## config.mk

```make
export PLATFORM = sky130hd
export DESIGN_NAME = display_scan_controller
export DESIGN_NICKNAME = d
export VERILOG_FILES = /design/src/rtl/display_scan_controller.sv
export SDC_FILE = /design/constraint.sdc
export NUM_CORES = 1
export LEC_CHECK = 0
export CAP_MARGIN = 20
export CORE_MARGIN = 4
export CORE_UTILIZATION = 45
export DETAILED_ROUTE_END_ITERATION = 8
export PLACE_DENSITY = 0.73
export SETUP_SLACK_MARGIN = 0.5
export SLEW_MARGIN = 20
export SYNTH_ARGS = -nofsm -noshare
export SYNTH_HDL_FRONTEND = slang
export SYNTH_SLANG_ARGS = --single-unit
```

## constraint.sdc

```tcl
create_clock -name i_clk -period 3.25 [get_ports i_clk]
set_input_delay 0.4875 -clock i_clk [delete_from_list [all_inputs] [get_ports i_clk]]
set_output_delay 0.4875 -clock i_clk [all_outputs]
set_load 0.01 [all_outputs]
```

## src/rtl/display_scan_controller.sv

```systemverilog
// Time-multiplexed scan controller for a 4-digit, 8-segment display with
// per-slot dead-time, PWM brightness, leading-zero blanking and frame-aligned updates.
module display_scan_controller #(
  parameter int unsigned DEAD_CYCLES    = 2,
  parameter int unsigned STEP_CYCLES    = 1,
  parameter bit          SEG_ACTIVE_LOW = 1'b1,
  parameter bit          DIG_ACTIVE_LOW = 1'b1
) (
  input  logic        i_clk,
  input  logic        i_rst,
  input  logic [15:0] i_value,
  input  logic [3:0]  i_dp,
  input  logic        i_load,
  input  logic        i_lzb,
  input  logic [3:0]  i_brightness,
  output logic [7:0]  o_LED,
  output logic [3:0]  o_digitSelect,
  output logic        o_frameStart,
  output logic        o_pending
);

  localparam int unsigned SLOT_CYCLES = DEAD_CYCLES + 15 * STEP_CYCLES;
  localparam int unsigned CW          = $clog2(SLOT_CYCLES + 1);

  typedef enum logic {
    ST_IDLE,
    ST_SCAN
  } state_t;

  state_t        state_q, state_d;
  logic [CW-1:0] cnt_q, cnt_d;
  logic [1:0]    idx_q, idx_d;
  logic [3:0]    b_q, b_d;
  logic          frame_start_d;

  logic [15:0]   active_val, pend_val;
  logic [3:0]    active_dp, pend_dp;
  logic          pend_flag;

  logic          last_cnt, boundary, lit;
  logic [3:0]    eff_b, nz, higher_nz, dp_hold, blank, nibble;
  logic [31:0]   cnt_ext, on_end;
  logic [7:0]    led_d;
  logic [3:0]    dig_d;

  function automatic logic [6:0] seg_decode(input logic [3:0] n);
    logic [6:0] s;
    case (n)
      4'h0: s = 7'h3F;  4'h1: s = 7'h06;  4'h2: s = 7'h5B;  4'h3: s = 7'h4F;
      4'h4: s = 7'h66;  4'h5: s = 7'h6D;  4'h6: s = 7'h7D;  4'h7: s = 7'h07;
      4'h8: s = 7'h7F;  4'h9: s = 7'h6F;  4'hA: s = 7'h77;  4'hB: s = 7'h7C;
      4'hC: s = 7'h39;  4'hD: s = 7'h5E;  4'hE: s = 7'h79;  default: s = 7'h71;
    endcase
    return s;
  endfunction

  always_ff @(posedge i_clk) begin
    if (i_rst) begin
      state_q <= ST_IDLE;
    end else begin
      state_q <= state_d;
    end
  end

  // Scan sequencing; the first cycle after reset parks at digit 0 / counter 0 so frameStart can flag it.
  always_comb begin
    state_d       = state_q;
    cnt_d         = cnt_q;
    idx_d         = idx_q;
    b_d           = b_q;
    last_cnt      = (cnt_q == CW'(SLOT_CYCLES - 1));
    boundary      = 1'b0;
    case (state_q)
      ST_IDLE: begin
        state_d = ST_SCAN;
      end
      ST_SCAN: begin
        boundary = last_cnt && (idx_q == 2'd3);
        if (last_cnt) begin
          cnt_d = '0;
          idx_d = idx_q + 2'd1;
        end else begin
          cnt_d = cnt_q + CW'(1);
        end
      end
      default: state_d = ST_IDLE;
    endcase
    if (cnt_q == '0) begin
      b_d = i_brightness;
    end
    frame_start_d = (idx_d == 2'd0) && (cnt_d == '0);
  end

  // Lit window, blanking and segment decode for the current slot.
  always_comb begin
    eff_b   = (cnt_q == '0) ? i_brightness : b_q;
    cnt_ext = 32'(cnt_q);
    on_end  = DEAD_CYCLES + 32'(eff_b) * STEP_CYCLES;
    for (int n = 0; n < 4; n++) begin
      nz[n] = |active_val[4*n +: 4];
    end
    higher_nz = {nz[3], nz[3] | nz[2], nz[3] | nz[2] | nz[1], 1'b1};
    dp_hold   = {active_dp[3], |active_dp[3:2], |active_dp[3:1], |active_dp[3:0]};
    blank     = {4{i_lzb}} & ~higher_nz & ~dp_hold;
    nibble    = active_val[{idx_q, 2'b00} +: 4];
    lit       = (state_q == ST_SCAN) && !blank[idx_q] &&
                (cnt_ext >= DEAD_CYCLES) && (cnt_ext < on_end);
    led_d     = lit ? {active_dp[idx_q], seg_decode(nibble)} : 8'h00;
    dig_d     = lit ? (4'b0001 << idx_q) : 4'b0000;
  end

  always_ff @(posedge i_clk) begin
    if (i_rst) begin
      cnt_q         <= '0;
      idx_q         <= '0;
      b_q           <= '0;
      active_val    <= '0;
      active_dp     <= '0;
      pend_val      <= '0;
      pend_dp       <= '0;
      pend_flag     <= 1'b0;
      o_LED         <= {8{SEG_ACTIVE_LOW}};
      o_digitSelect <= {4{DIG_ACTIVE_LOW}};
      o_frameStart  <= 1'b0;
    end else begin
      cnt_q         <= cnt_d;
      idx_q         <= idx_d;
      b_q           <= b_d;
      o_LED         <= led_d ^ {8{SEG_ACTIVE_LOW}};
      o_digitSelect <= dig_d ^ {4{DIG_ACTIVE_LOW}};
      o_frameStart  <= frame_start_d;
      // A load coinciding with the boundary bypasses the pending buffer.
      if (boundary) begin
        if (i_load) begin
          active_val <= i_value;
          active_dp  <= i_dp;
        end else if (pend_flag) begin
          active_val <= pend_val;
          active_dp  <= pend_dp;
        end
        pend_flag <= 1'b0;
      end else if (i_load) begin
        pend_val  <= i_value;
        pend_dp   <= i_dp;
        pend_flag <= 1'b1;
      end
    end
  end

  assign o_pending = pend_flag;

endmodule

```

* After elaboration in Yosys (flattened, before gate mapping)
Memory sizes are Yosys's and may differ from the RTL's.
Cells that the tools add are included.
** Operators by class
- Mux-type cells :: 17
- Equal/unequal tests :: 2
- $add $sub $neg :: 3
- Multipliers :: 0
- Shift operators :: 2
- Bitwise logic cells :: 9
- Magnitude comparators :: 3
- Reduce and logical (&&, ||, !) cells :: 19
- Divide/modulo/power cells :: 0
** Operator list (count)
- two-way mux 16 bit :: 2
- two-way mux 4 bit :: 4
- OR reduction 4 bit :: 4
- variable part select 16 x 5 -> 4 bit :: 1
- NOT 4 bit :: 3
- logical NOT 5 bit :: 2
- two-way mux 5 bit :: 2
- bitwise AND 4 bit :: 2
- two-way mux 8 bit :: 1
- NOT 8 bit :: 1
- adder 2 x 4 -> 5 bit (first input constant) :: 1
- adder 5 x 1 -> 5 bit (second input constant) :: 1
- == test 5 bit (second input constant) :: 1
- >= comparator 5 x 2 -> 1 bit (second input constant) :: 1
- logical AND 1 bit :: 5
- less-than comparator 5 bit :: 1
- binary-select mux 1 bit (select 2 bit) :: 2
- two-way mux 1 bit :: 4
- two-way mux 2 bit :: 2
- AND reduction 2 bit :: 2
- OR reduction 2 bit :: 2
- << shifter 1 x 2 -> 4 bit (first input constant) :: 1
- less-than comparator 2 x 3 -> 1 bit (second input constant) :: 1
- OR reduction 3 bit :: 1
- 7 further kinds :: 8
** Storage, ports and cells
- Output and inout port bits :: 14
- Memories kept :: 1
- Latch bits :: 0
- RAM bits :: 0
- Bits of input ports :: 28
- Logic and storage cells :: 68
- Register bits after elaboration :: 66
- Bits in read-only memories :: 112
** Memory list
- (name not given) :: words 16, width 7, rd ports 1, clocked after Yosys merged registers in 0, write ports 0, line 48 : case (n)

* Depth between registers and ports, before layout
- Depth in word-level cells :: 14
- Mapped depth :: 13
- Depth with buffers taken out :: 12

* Least setup slack after synthesis
Ideal clock, no wire load.
- Path kind :: register -> register
- Start :: register cnt_q[0]
- End :: register o_LED[1]
- Buffers on the path :: 1
- Period minus slack after synthesis :: 3.172 ns
- Data arrival time :: 3.034 ns
- Slack :: 0.078 ns
- Stages on the path, launching flop included :: 14
- Setup time :: 0.138 ns
- Path through :: dfxtp_1 > inv_1 > ha_1 > nor4b_4 > mux2i_1 > inv_1 > ha_1 > xor2_1 > ha_1 > and4_1 > o2bb2ai_1 > a311oi_1 > clkbuf_1 > nand4_1
** On the way
- Word-level cells in the longest chain between the ends :: 7
- Elaborated cells on any way between the ends :: 9
- Those cells by class :: 1 x add/sub; 2 x order compare; 2 x mux; 1 x bitwise; 3 x reduce/logical
** Ends and longest elaborated chain
- start: declaration :: line 31 : logic [CW-1:0] cnt_q, cnt_d;
- start signal: assignment :: line 126 : cnt_q <= cnt_d;
- logical NOT 5 bit :: line 96 : eff_b = (cnt_q == '0) ? i_brightness : b_q;
- two-way mux 4 bit
- adder 2 x 4 -> 5 bit :: line 98 : on_end = DEAD_CYCLES + 32'(eff_b) * STEP_CYCLES;
- less-than comparator 5 bit :: line 107 : (cnt_ext >= DEAD_CYCLES) && (cnt_ext < on_end);
- logical AND 1 bit (*) :: line 107
- two-way mux 8 bit (*) :: line 108 : led_d = lit ? {active_dp[idx_q], seg_decode(nibble)} : 8'h00;
- NOT 8 bit (no source line) (*)
- end signal: assignment :: line 122 : o_LED <= {8{SEG_ACTIVE_LOW}};
- end signal: assignment :: line 129 : o_LED <= led_d ^ {8{SEG_ACTIVE_LOW}};
- end: declaration :: line 16 : output logic [7:0] o_LED,
Mark *: on every way between the ends. The rest lies on a longest branch, timed or not.
A chain may end at the register's enable or synchronous reset.

* Worst setup path in the final report
- Start :: register cnt_q[1]
- End :: register o_LED[6]
The elaborated chain is that of the path after synthesis.

==> run metrics <==
status=finished, final reports clean; Vias/cell=5.28; Worst Min Path Start=pend_val[13]; clock buffer depth=2; top cell type's share of synthesized area=41.5%; FF-to-FF End=o_LED[6]; antenna violations before repair=0; fin util=58.8%; CTS tree=yes; Ys Warns=0; core area=6830 µm²; area growth from synthesis to layout=26.0%; fraction of layout cells with a size suffix above 1=17.3%; Hold Path Class=reg2reg; RSZ-0062 raised after global routing=true; Fmax=0.347 GHz; width of the die=92.1 µm; Buffers on Ports=41; pwr dens=451 nW/µm²; Worst-Margin Slew=0.550 ns; Data arrival, critical path=3.10 ns; R2R depth=14; maximum VDD drop=0.000243 V; Die H=92.1 µm; worst rel slew slack=63.4%; cell taking the most area after synthesis=dfxtp_1; #FFs+latches synth=66; die area=8490 µm²; critical setup path kind=reg2reg; DRT antenna net count=0; Fill cells=609; hold slack=0.494 ns; Post-Syn Area=3190 µm²; H-tree depth=3; Reg clk slew, reported paths=0.07 ns; first drt pass iteration count=4; startpoint types=flop; num rows=30; Root Driver=clkbuf_8; largest net degree at the start of global routing=54; via count=2,434; main flop type after synthesis=dfxtp_1; gr ovfl total=0; Fin. Hold Viols=0; Final Max Slew Viols=0; TritonCTS buffer count=9; Hold EP=pend_val[13]; WHS Path Cells=2; min Tclk post-route=2.89 ns; clock tree sinks=66; Async SR Flop Fraction=0%; Clock power frac=38.4%; crit end category=flop; Switching Share=26.3%; Max FO, Critical Path=6; clock skew=0.0120 ns; HPWL Detailed=4390 µm; Reg power frac=47.2%; vias in the first global route=2,294; Post-Route WL=6330 µm; Detailed Route Iter0 Violations=72; I/O pin count=42; internal power=1340 µW; leak pwr=0.00157 µW; Setup TNS=0 ns; Netlist cell types=45; fin crit share=88.8%; max cap viols=0; syn_nets=364; ANT cells=0; Final GP Congestion=0.782; Post-synth EDFFs=0; worst reg-to-reg setup slack=0.36 ns; Synth area leaders=dfxtp_1 41%, mux2i_1 15%, ha_1 6.7%, nor2_1 6.1%, a211oi_1 5.2%; clock latency on the worst-skew pair=0.36 ns; Final nets=405; switching power of the nets=477 µW; first-pass GRT wire length=10,700 µm; Starting Density=46.6%; combinational fraction of design power=14.4%; per-cell routed wire length=13.7 µm; R2R Path Start=cnt_q[1]; Residual DRC=0; Synth Area per Inst=9.99 µm²; Setup-failing EPs final=0; CP required=3.46 ns; post-synthesis sequential area ratio=41.5%; Final Power=1810 µW; GRT Util Overall=15.9%; post-synthesis cell count=319
[Yosys cell counts (2+ instances only)]
cell       count
nand3_1       11
dfxtp_1       66
nand2_1        7
mux4_2         5
nor3b_1        2
buf_1          2
inv_1         14
nor3_1         5
buf_2          7
xnor2_1        3
nor2_1        52
a211oi_1      22
buf_6          4
or4_1          3
clkbuf_1      10
xor2_1         4
nand4_1        4
a21oi_1        4
mux2i_1       48
o2111ai_1      2
a31oi_1        3
ha_1          17
mux2_2         2
[power by group through the flow]
| stage | sequential [µW] | combinational [µW] | clock [µW] |
|---|---|---|---|
| after global routing | 858 | 287 | 751 |
| after detailed placement | 876 | 217 | 0 |
| after global placement | 875 | 211 | 0 |
| after floorplan | 874 | 143 | 0 |
| final | 855 | 261 | 697 |
| after CTS | 854 | 243 | 714 |
[layout by cell type (no fill, tap or decap), types with 9 or more instances in the layout]
master and count:
dfxtp_1 62, nor2_1 52, inv_1 11, buf_4 12, nand3_1 10, a211oi_1 21
ha_1 12, clkbuf_8 9, clkdlybuf4s50_1 40, mux2i_1 47
[metrics by stage]
step           instances  area (µm²)  setup WS [ns]
6_report             461        4020          0.365
3_3_place_gp         438        3660          0.332
3_5_place_dp         438        3660          0.143
4_1_cts              461        3930          0.290
5_1_grt              461        4020          0.178
2_1_floorplan        319        3210          0.420
[cells by family after synthesis]
| kind of cell | count (synthesis) | share of synthesized area, % |
|---|---|---|
| buffers and inverters | 37 | 5.58 |
| and+or+nand+nor | 96 | 15.3 |
| xor gates and xnor gates | 7 | 1.92 |
| adders and majority gates | 17 | 6.68 |
| AOI/OAI and AO/OA | 41 | 9.70 |
| DFF | 66 | 41.5 |
| muxes | 55 | 19.3 |
[cell type report]
cell class                 instances  area, µm²  area share, %
multi-input combinational        216       1810           45.2
sequential                        66       1330           33.2
timing repair buffer              53        495           12.3
clock buffer                       9        124           3.09
tap                               96        120           2.99
clock inverter                     7       76.3           1.90
inverter                          14       55.1           1.37
[state kept, by name, indices dropped and copies added (netlist names), 2 cells and up]
name	cells
o_LED	8
b_q	4
cnt_q	5
o_digitSelect	4
pend_dp	4
active_dp	4
pend_val	16
active_val	16
idx_q	2
[worst max-delay path, cell delays in order, from the launching register on]
cell and delay (ns):
dfxtp_4 0.35, inv_2 0.06, ha_4 0.12, nor4b_4 0.21, buf_4 0.19, mux2i_4 0.24, inv_2 0.06, ha_4 0.15
xor2_1 0.16, ha_2 0.21, a211oi_2 0.18, o211ai_1 0.15, a311oi_2 0.32, buf_4 0.21, o2111ai_2 0.12
[what timing repair did]
action	CTS	global route
buffers inserted	6	0
resized for setup	8	14
pin swaps	5	6
hold buffers	0	0
setup endpoints to repair	12	12
cloned	1	0
[how the worst max path moves through the flow]
stage	from	to
after floorplan	cnt_q[0]	o_LED[1]
after global placement	cnt_q[0]	o_LED[6]
after detailed placement	cnt_q[0]	o_LED[4]
after CTS	cnt_q[0]	o_LED[4]
after global routing	cnt_q[1]	o_LED[4]
final	cnt_q[1]	o_LED[6]
[per-layer routing]
layer	global-route usage, %	part of all wire, %	routed length (µm)	vias to the layer above
met4	9.03	2.3	148	0
met5	0	0	0	-
li1	-	-	-	1231
met1	19.6	46	2900	1135
met3	4.10	4.9	308	13
met2	25.1	47	2980	55
No activity file was read; power rests on OpenSTA's default activity.
